===== src/rtl/robo_controle.sv =====
// Wall-following maze navigation controller: one FSM sequences sense, decide,
// act and settle phases while tracking heading, grid position and step count.
module robo_controle #(
    parameter int unsigned COLS       = 8,
    parameter int unsigned ROWS       = 8,
    parameter int unsigned X0         = 0,
    parameter int unsigned Y0         = 0,
    parameter int unsigned ORI0       = 0,
    parameter int unsigned LADO       = 0,
    parameter int unsigned SETTLE_CYC = 2,
    parameter int unsigned PW         = 8,
    parameter int unsigned MAX_PASSOS = 255,
    localparam int unsigned XW        = $clog2(COLS),
    localparam int unsigned YW        = $clog2(ROWS)
) (
    input  logic          clock,
    input  logic          reset,
    input  logic          start,
    input  logic          head,
    input  logic          lateral,
    input  logic          barreira,
    input  logic          under,
    output logic          avancar,
    output logic          girar,
    output logic          sentido,
    output logic          remover,
    output logic [1:0]    orientacao,
    output logic [XW-1:0] pos_x,
    output logic [YW-1:0] pos_y,
    output logic [PW-1:0] passos,
    output logic          ocupado,
    output logic          chegou,
    output logic          timeout
);

    localparam int unsigned CW = (SETTLE_CYC > 1) ? $clog2(SETTLE_CYC) : 1;
    localparam logic [XW-1:0] X_INI  = XW'(X0);
    localparam logic [YW-1:0] Y_INI  = YW'(Y0);
    localparam logic [XW-1:0] X_MAX  = XW'(COLS - 1);
    localparam logic [YW-1:0] Y_MAX  = YW'(ROWS - 1);
    localparam logic [1:0]    O_INI  = 2'(ORI0);
    localparam logic [PW-1:0] P_MAX  = PW'(MAX_PASSOS);
    localparam logic [CW-1:0] C_LAST = CW'(SETTLE_CYC - 1);
    localparam logic          LADO_B = (LADO != 0);

    typedef enum logic [2:0] {S_IDLE, S_SENSE, S_DECIDE, S_ACT, S_SETTLE, S_DONE} state_t;
    typedef enum logic [1:0] {A_ADV, A_TURN, A_REM} acao_t;

    state_t        state_q, state_d;
    acao_t         acao_q, acao_d;
    logic          sent_q, sent_d;
    logic [1:0]    ori_q, ori_d;
    logic [XW-1:0] x_q, x_d;
    logic [YW-1:0] y_q, y_d;
    logic [PW-1:0] passos_q, passos_d;
    logic [CW-1:0] cnt_q, cnt_d;
    logic          pend_q, pend_d;
    logic          chegou_q, chegou_d;
    logic          timeout_q, timeout_d;
    logic          h_q, h_d, l_q, l_d, b_q, b_d, u_q, u_d;

    always_ff @(posedge clock or negedge reset) begin
        if (!reset) begin
            state_q   <= S_IDLE;
            acao_q    <= A_ADV;
            sent_q    <= 1'b0;
            ori_q     <= O_INI;
            x_q       <= X_INI;
            y_q       <= Y_INI;
            passos_q  <= '0;
            cnt_q     <= '0;
            pend_q    <= 1'b0;
            chegou_q  <= 1'b0;
            timeout_q <= 1'b0;
            h_q       <= 1'b0;
            l_q       <= 1'b0;
            b_q       <= 1'b0;
            u_q       <= 1'b0;
        end else begin
            state_q   <= state_d;
            acao_q    <= acao_d;
            sent_q    <= sent_d;
            ori_q     <= ori_d;
            x_q       <= x_d;
            y_q       <= y_d;
            passos_q  <= passos_d;
            cnt_q     <= cnt_d;
            pend_q    <= pend_d;
            chegou_q  <= chegou_d;
            timeout_q <= timeout_d;
            h_q       <= h_d;
            l_q       <= l_d;
            b_q       <= b_d;
            u_q       <= u_d;
        end
    end

    always_comb begin
        state_d   = state_q;
        acao_d    = acao_q;
        sent_d    = sent_q;
        ori_d     = ori_q;
        x_d       = x_q;
        y_d       = y_q;
        passos_d  = passos_q;
        cnt_d     = cnt_q;
        pend_d    = pend_q;
        chegou_d  = chegou_q;
        timeout_d = timeout_q;
        h_d       = h_q;
        l_d       = l_q;
        b_d       = b_q;
        u_d       = u_q;
        case (state_q)
            S_IDLE: if (start) state_d = S_SENSE;
            S_DONE: begin
                if (start) begin
                    state_d   = S_SENSE;
                    ori_d     = O_INI;
                    x_d       = X_INI;
                    y_d       = Y_INI;
                    passos_d  = '0;
                    pend_d    = 1'b0;
                    chegou_d  = 1'b0;
                    timeout_d = 1'b0;
                end
            end
            S_SENSE: begin
                h_d     = head;
                l_d     = lateral;
                b_d     = barreira;
                u_d     = under;
                state_d = S_DECIDE;
            end
            S_DECIDE: begin
                if (u_q) begin
                    chegou_d = 1'b1;
                    state_d  = S_DONE;
                end else if (passos_q == P_MAX) begin
                    timeout_d = 1'b1;
                    state_d   = S_DONE;
                end else begin
                    state_d = S_ACT;
                    // A pending follow-side turn is consumed by this decision; it
                    // forces an advance only when the way ahead is clear.
                    pend_d  = 1'b0;
                    if (pend_q && !h_q) begin
                        acao_d = A_ADV;
                    end else if (h_q && b_q) begin
                        acao_d = A_REM;
                    end else if (!l_q) begin
                        acao_d = A_TURN;
                        sent_d = LADO_B;
                        pend_d = 1'b1;
                    end else if (!h_q) begin
                        acao_d = A_ADV;
                    end else begin
                        acao_d = A_TURN;
                        sent_d = ~LADO_B;
                    end
                    if (acao_d == A_TURN) begin
                        ori_d = sent_d ? ori_q + 2'd1 : ori_q - 2'd1;
                    end else if (acao_d == A_ADV) begin
                        passos_d = passos_q + PW'(1);
                        case (ori_q)
                            2'd0:    if (y_q != '0)    y_d = y_q - YW'(1);
                            2'd1:    if (x_q != X_MAX) x_d = x_q + XW'(1);
                            2'd2:    if (y_q != Y_MAX) y_d = y_q + YW'(1);
                            default: if (x_q != '0)    x_d = x_q - XW'(1);
                        endcase
                    end
                end
            end
            S_ACT: begin
                cnt_d   = '0;
                state_d = S_SETTLE;
            end
            S_SETTLE: begin
                if (cnt_q == C_LAST) state_d = S_SENSE;
                else                 cnt_d   = cnt_q + CW'(1);
            end
            default: state_d = S_IDLE;
        endcase
    end

    assign avancar    = (state_q == S_ACT) && (acao_q == A_ADV);
    assign girar      = (state_q == S_ACT) && (acao_q == A_TURN);
    assign remover    = (state_q == S_ACT) && (acao_q == A_REM);
    assign sentido    = girar && sent_q;
    assign ocupado    = (state_q == S_SENSE) || (state_q == S_DECIDE) ||
                        (state_q == S_ACT)   || (state_q == S_SETTLE);
    assign orientacao = ori_q;
    assign pos_x      = x_q;
    assign pos_y      = y_q;
    assign passos     = passos_q;
    assign chegou     = chegou_q;
    assign timeout    = timeout_q;

endmodule


===== config.mk =====
export PLATFORM = sky130hd
export DESIGN_NAME = robo_controle
export DESIGN_NICKNAME = d
export VERILOG_FILES = /design/src/rtl/robo_controle.sv
export SDC_FILE = /design/constraint.sdc
export NUM_CORES = 1
export LEC_CHECK = 0
export BUFFER_PORTS_ARGS = -buffer_cell sky130_fd_sc_hd__buf_2
export CAP_MARGIN = 10
export CORE_MARGIN = 2
export CORE_UTILIZATION = 42
export CTS_CLUSTER_SIZE = 24
export DETAILED_ROUTE_END_ITERATION = 7
export PLACE_DENSITY_LB_ADDON = 0.05
export SYNTH_ARGS = -nofsm -noshare
export SYNTH_HDL_FRONTEND = slang
export SYNTH_SLANG_ARGS = --single-unit

===== constraint.sdc =====
create_clock -name clock -period 2.8 [get_ports clock]
set_input_delay 0.56 -clock clock [delete_from_list [all_inputs] [get_ports clock]]
set_output_delay 0.56 -clock clock [all_outputs]
set_load 0.03 [all_outputs]

== Word level (Yosys, flattened, before mapping) ==
Index checks and enable logic that the tools add are counted.
Word-level totals
  register bits after elaboration: 30
  output and inout bits: 23
  word-level logic and storage cells: 145
Cells by class
  $add $sub $neg: 8
  equality and inequality tests: 29
  muxes and demuxes: 62
  bitwise logic cells: 2
  reduce and logical (&&, ||, !) cells: 29
Operators by type and width (number)
  2-to-1 mux 3 bit: 17
  2-to-1 mux 8 bit: 5
  one-hot mux 3 bit (2 select lines): 4
  2-to-1 mux 2 bit: 10
  inequality test 2 bit (second input constant): 10
  2-to-1 mux 1 bit: 19
  AND reduction 9 bit: 2
  one-hot mux 8 bit (2 select lines): 1
  inequality test 3 bit (second input constant): 5
  one-hot mux 3 bit (5 select lines): 1
  adder 8 x 1 -> 8 bit (second input constant): 1
  equality test 8 bit (second input constant): 1
  one-hot mux 1 bit (2 select lines): 4
  AND reduction 4 bit: 2
  adder 3 x 1 -> 3 bit (second input constant): 2
  equality test 2 x 1 -> 1 bit (second input constant): 3
  equality test 3 x 2 -> 1 bit (second input constant): 2
  equality test 3 bit (second input constant): 2
  logical AND 1 bit: 6
  zero test 2 bit: 3
  AND reduction 3 bit: 2
  AND reduction 6 bit: 1
  nonzero test 3 bit: 2
  subtractor 3 x 1 -> 3 bit (second input constant): 2
  17 further kinds: 23

== Logic depth before layout (Yosys ltp) ==
  word-level depth: 13
  depth in mapped cells: 7

== Worst setup path after synthesis ==
OpenSTA, ideal clock, no wires.
  kind: register to output
  start point: register state_q[2]
  end point: output port sentido
  data arrival time: 1996 ps
  slack: 244 ps
  stages on the path, launching flop included: 5
  buffers on the path: 1
  cell sequence: dfrtp_1 > buf_2 > nand3b_1 > nor3b_1 > and2_1
On the way
  cells in the longest elaborated chain, start to end: 3
Ends and longest elaborated chain
  start, declared: line 49  | state_t state_q, state_d;
  start signal, assigned: line 80  | state_q <= state_d;
  equality test 3 x 2 -> 1 bit: line 187  | assign girar = (state_q == S_ACT) && (acao_q == A_TURN);
  logical AND 1 bit: line 187
  named net girar: line 24  | output logic girar,
  logical AND 1 bit: line 189  | assign sentido = girar && sent_q;
  end, declared: line 25  | output logic sentido,
The timed path passes the listed nets, and every way through them passes these cells.

== Worst setup path in the final report ==
  start point: register state_q[0]
  end point: output port sentido
On the way
  cells in the longest elaborated chain, start to end: 3
Ends and longest elaborated chain (line)
  equality test 3 x 2 -> 1 bit: 187
  logical AND 1 bit: 187
  logical AND 1 bit: 189
No other way between the ends.

==> impl_metrics.ini <==
[run_status]
outcome = completed

[grt]
antenna_found_initial = 0
grt_pass1_wl_mm = 7.48
first_global_vias = 1570
grt_usage = 0.190
grt-ovfl-total = 0
grt_max_degree = 31

[finish]
fillers = 402
area_growth_pct = 14.4
fin_cells = 264
layout.nets = 227
n_antenna_cell = 0
drive_gt1_frac = 0.234

[critical_path]
startpoint = state_q[0]
worstPathArrival_ns = 1.74
cp-end-kind = output pin
worst-setup-path-type = reg -> out
critPathRequiredTime_ns = 2.24
worstPathMaxFanout = 15
reg2reg_from = state_q[0]
cp-start-kind = flip-flop

[logic_synthesis]
synth_fp_nets = 198
synth_edf_count = 0
ys.flop_type = dfrtp_1
syn_area_sq_mm = 0.00181
syn_area_per_cell_sq_um = 9.79
yosys_warnings = 0
synth-seq-area-share = 0.415
synth_seq_cells = 30
synthCells = 185
synthDistinctLibCells = 53
synth-async-reset-ratio = 1.00
ys_top_cells_by_area = dfrtp_1 (41%), mux2_2 (3.1%), a21oi_1 (2.8%)
synth_top_area_frac = 0.415
yosysTopAreaCell = dfrtp_1

[clock_network]
clk_path_buf_depth = 2
clk_latency_ns = 0.28
ctsHoldBuffers = 0
path_clk_slew_ns = 0.07
clock_sinks = 30
cts-resized-gates = 0
post_cts_buffers = 0
cts_tree = done
cts_root_buf = clkbuf_8
htree_levels = 2
cts_buffers = 5

[worst_hold_path]
hold_path_class = in -> async

[routing]
post_drt_via_cell_ratio = 5.83
wl_per_cell_microns = 16.1
route.detailed.drc = 0
first_iter_violations = 162
vias = 1540
dr.pass1.iters = 4
wl_mm = 4.26
ant_nets = 0

[sta]
tightest_slew_ns = 0.718
setup_viol = 0
final-hold-violation-count = 0
rsz0062_at_grt = false
setup_tns_ns = 0
slew_headroom = 0.521
min_period_ns = 2.30
fmax_ghz = 0.435
skew_ns = 0.00766
drv_slew = 0
finalCritPeriodShare = 0.821

[pwr]
p_leak_nw = 0.957
power_density_mw_per_mm2 = 1100
ir_worst_vdd_mv = 0.471

[job]
cap_viol_max_count = 0

[place]
io_buffers = 29
place_hpwl_mm = 3.08
dp.cells = 257
place_congestion = 0.849

[floorplan]
fp.dieW_microns = 69.7
placementRows = 23
coreArea_sq_mm = 0.00409
start_util = 0.443
io_pins = 30
die_h_microns = 69.7
dieArea_sq_mm = 0.00485
## report_power, final
part	switching (mW)	internal, mW	leakage (nW)	total [mW]
combinational	0.675	0.451	0.523	1.13
sequential	0.244	0.592	0.391	0.836
clock	0.158	0.166	0.0438	0.324
## critical path: stages, from the launching register on
cell and delay, ns:
dfrtp_1 0.63, nand3b_1 0.21, nor3b_1 0.27, and2_1 0.16, buf_2 0.19
## routing by layer
metal	GRT usage	vias to the layer above	wire length [microns]
li1	-	747	-
met1	0.251	746	2000
met2	0.299	39	2020
met3	0.0509	8	178
met4	0.0726	0	64
met5	0	-	0
## cell usage in the layout, fill, tap and decap left out, drive strengths merged, types with 3 or more instances in the layout
cell type	Yosys	routed
nand3	5	5
mux2	5	5
nor2	13	13
nand4	6	6
nand2	12	12
dfrtp	30	30
buf	3	30
or4	3	3
mux2i	3	3
o21ai	11	11
and3	5	5
inv	9	9
ha	4	4
o211ai	3	3
a22o	3	3
a21oi	10	10
o31ai	3	3
a32o	3	3
nor3	6	6
nor3b	4	4
a21o	3	3
clkbuf	5	5
xnor2	3	3
## logic make-up after synthesis
group                    after synthesis  synth area share
flip-flops                            30             0.415
buffers and inverters                 17            0.0373
multiplexers                           8            0.0477
adder cells (fa/ha/maj)                6            0.0498
AO/OA/AOI/OAI                         47             0.188
XOR/XNOR                               4            0.0194
AND/OR/NAND/NOR                       73             0.243
## layout make-up
| type | count | area, sq um | share of cell area |
|---|---|---|---|
| Multi-Input combinational cell | 138 | 992 | 0.479 |
| Sequential cell | 30 | 751 | 0.363 |
| Inverter | 9 | 33.8 | 0.0163 |
| Clock inverter | 2 | 10.0 | 0.00483 |
| Tap cell | 50 | 62.6 | 0.0302 |
| Clock buffer | 5 | 68.8 | 0.0332 |
| Timing Repair Buffer | 30 | 153 | 0.0737 |
## flip-flops by register name, indices dropped and copies added, names as in the netlist, 2 cells and up
name / flops
acao_q: 2
state_q: 3
pos_x: 3
passos: 8
orientacao: 2
pos_y: 3
## synthesized netlist by cell type (all sizes together), types with 2 or more instances
master / count
or4b: 2
nand3b: 2
o211ai: 3
or3b: 2
xnor2: 3
fa: 2
nor3: 6
dfrtp: 30
a21oi: 10
inv: 9
ha: 4
and2: 2
and3: 5
nor4b: 2
nand4: 6
o22ai: 2
mux2: 5
mux2i: 3
clkbuf: 5
or3: 2
nand2: 12
a22o: 3
buf: 3
a21o: 3
a32o: 3
nand3: 5
nor3b: 4
o21ai: 11
and4: 2
or4: 3
nor2: 13
o31ai: 3
## stage by stage
step            util  total power [mW]  cell area (sq um)  setup WS [ns]  hold slack [ns]
3_5_place_dp   0.487              1.97               1990          0.673            0.487
5_1_grt        0.507              2.47               2070          0.335            0.366
2_1_floorplan      -              1.66               1810          0.244            0.264
6_report       0.507              2.29               2070          0.501            0.315
3_3_place_gp   0.487              1.92               1990          0.772            0.480
4_1_cts        0.507              2.30               2070          0.476            0.348
## worst paths after layout
path	endpoint	slack, ns	depth (start not counted)
min in group clock	l_q	0.50	3
min reg2reg	timeout	0.50	2
max in group asynchronous	pend_q	2.04	1
min	passos[3]	0.31	1
max reg2reg	passos[1]	0.67	4
max	sentido	0.50	4
(Power assumes the default switching activity.)
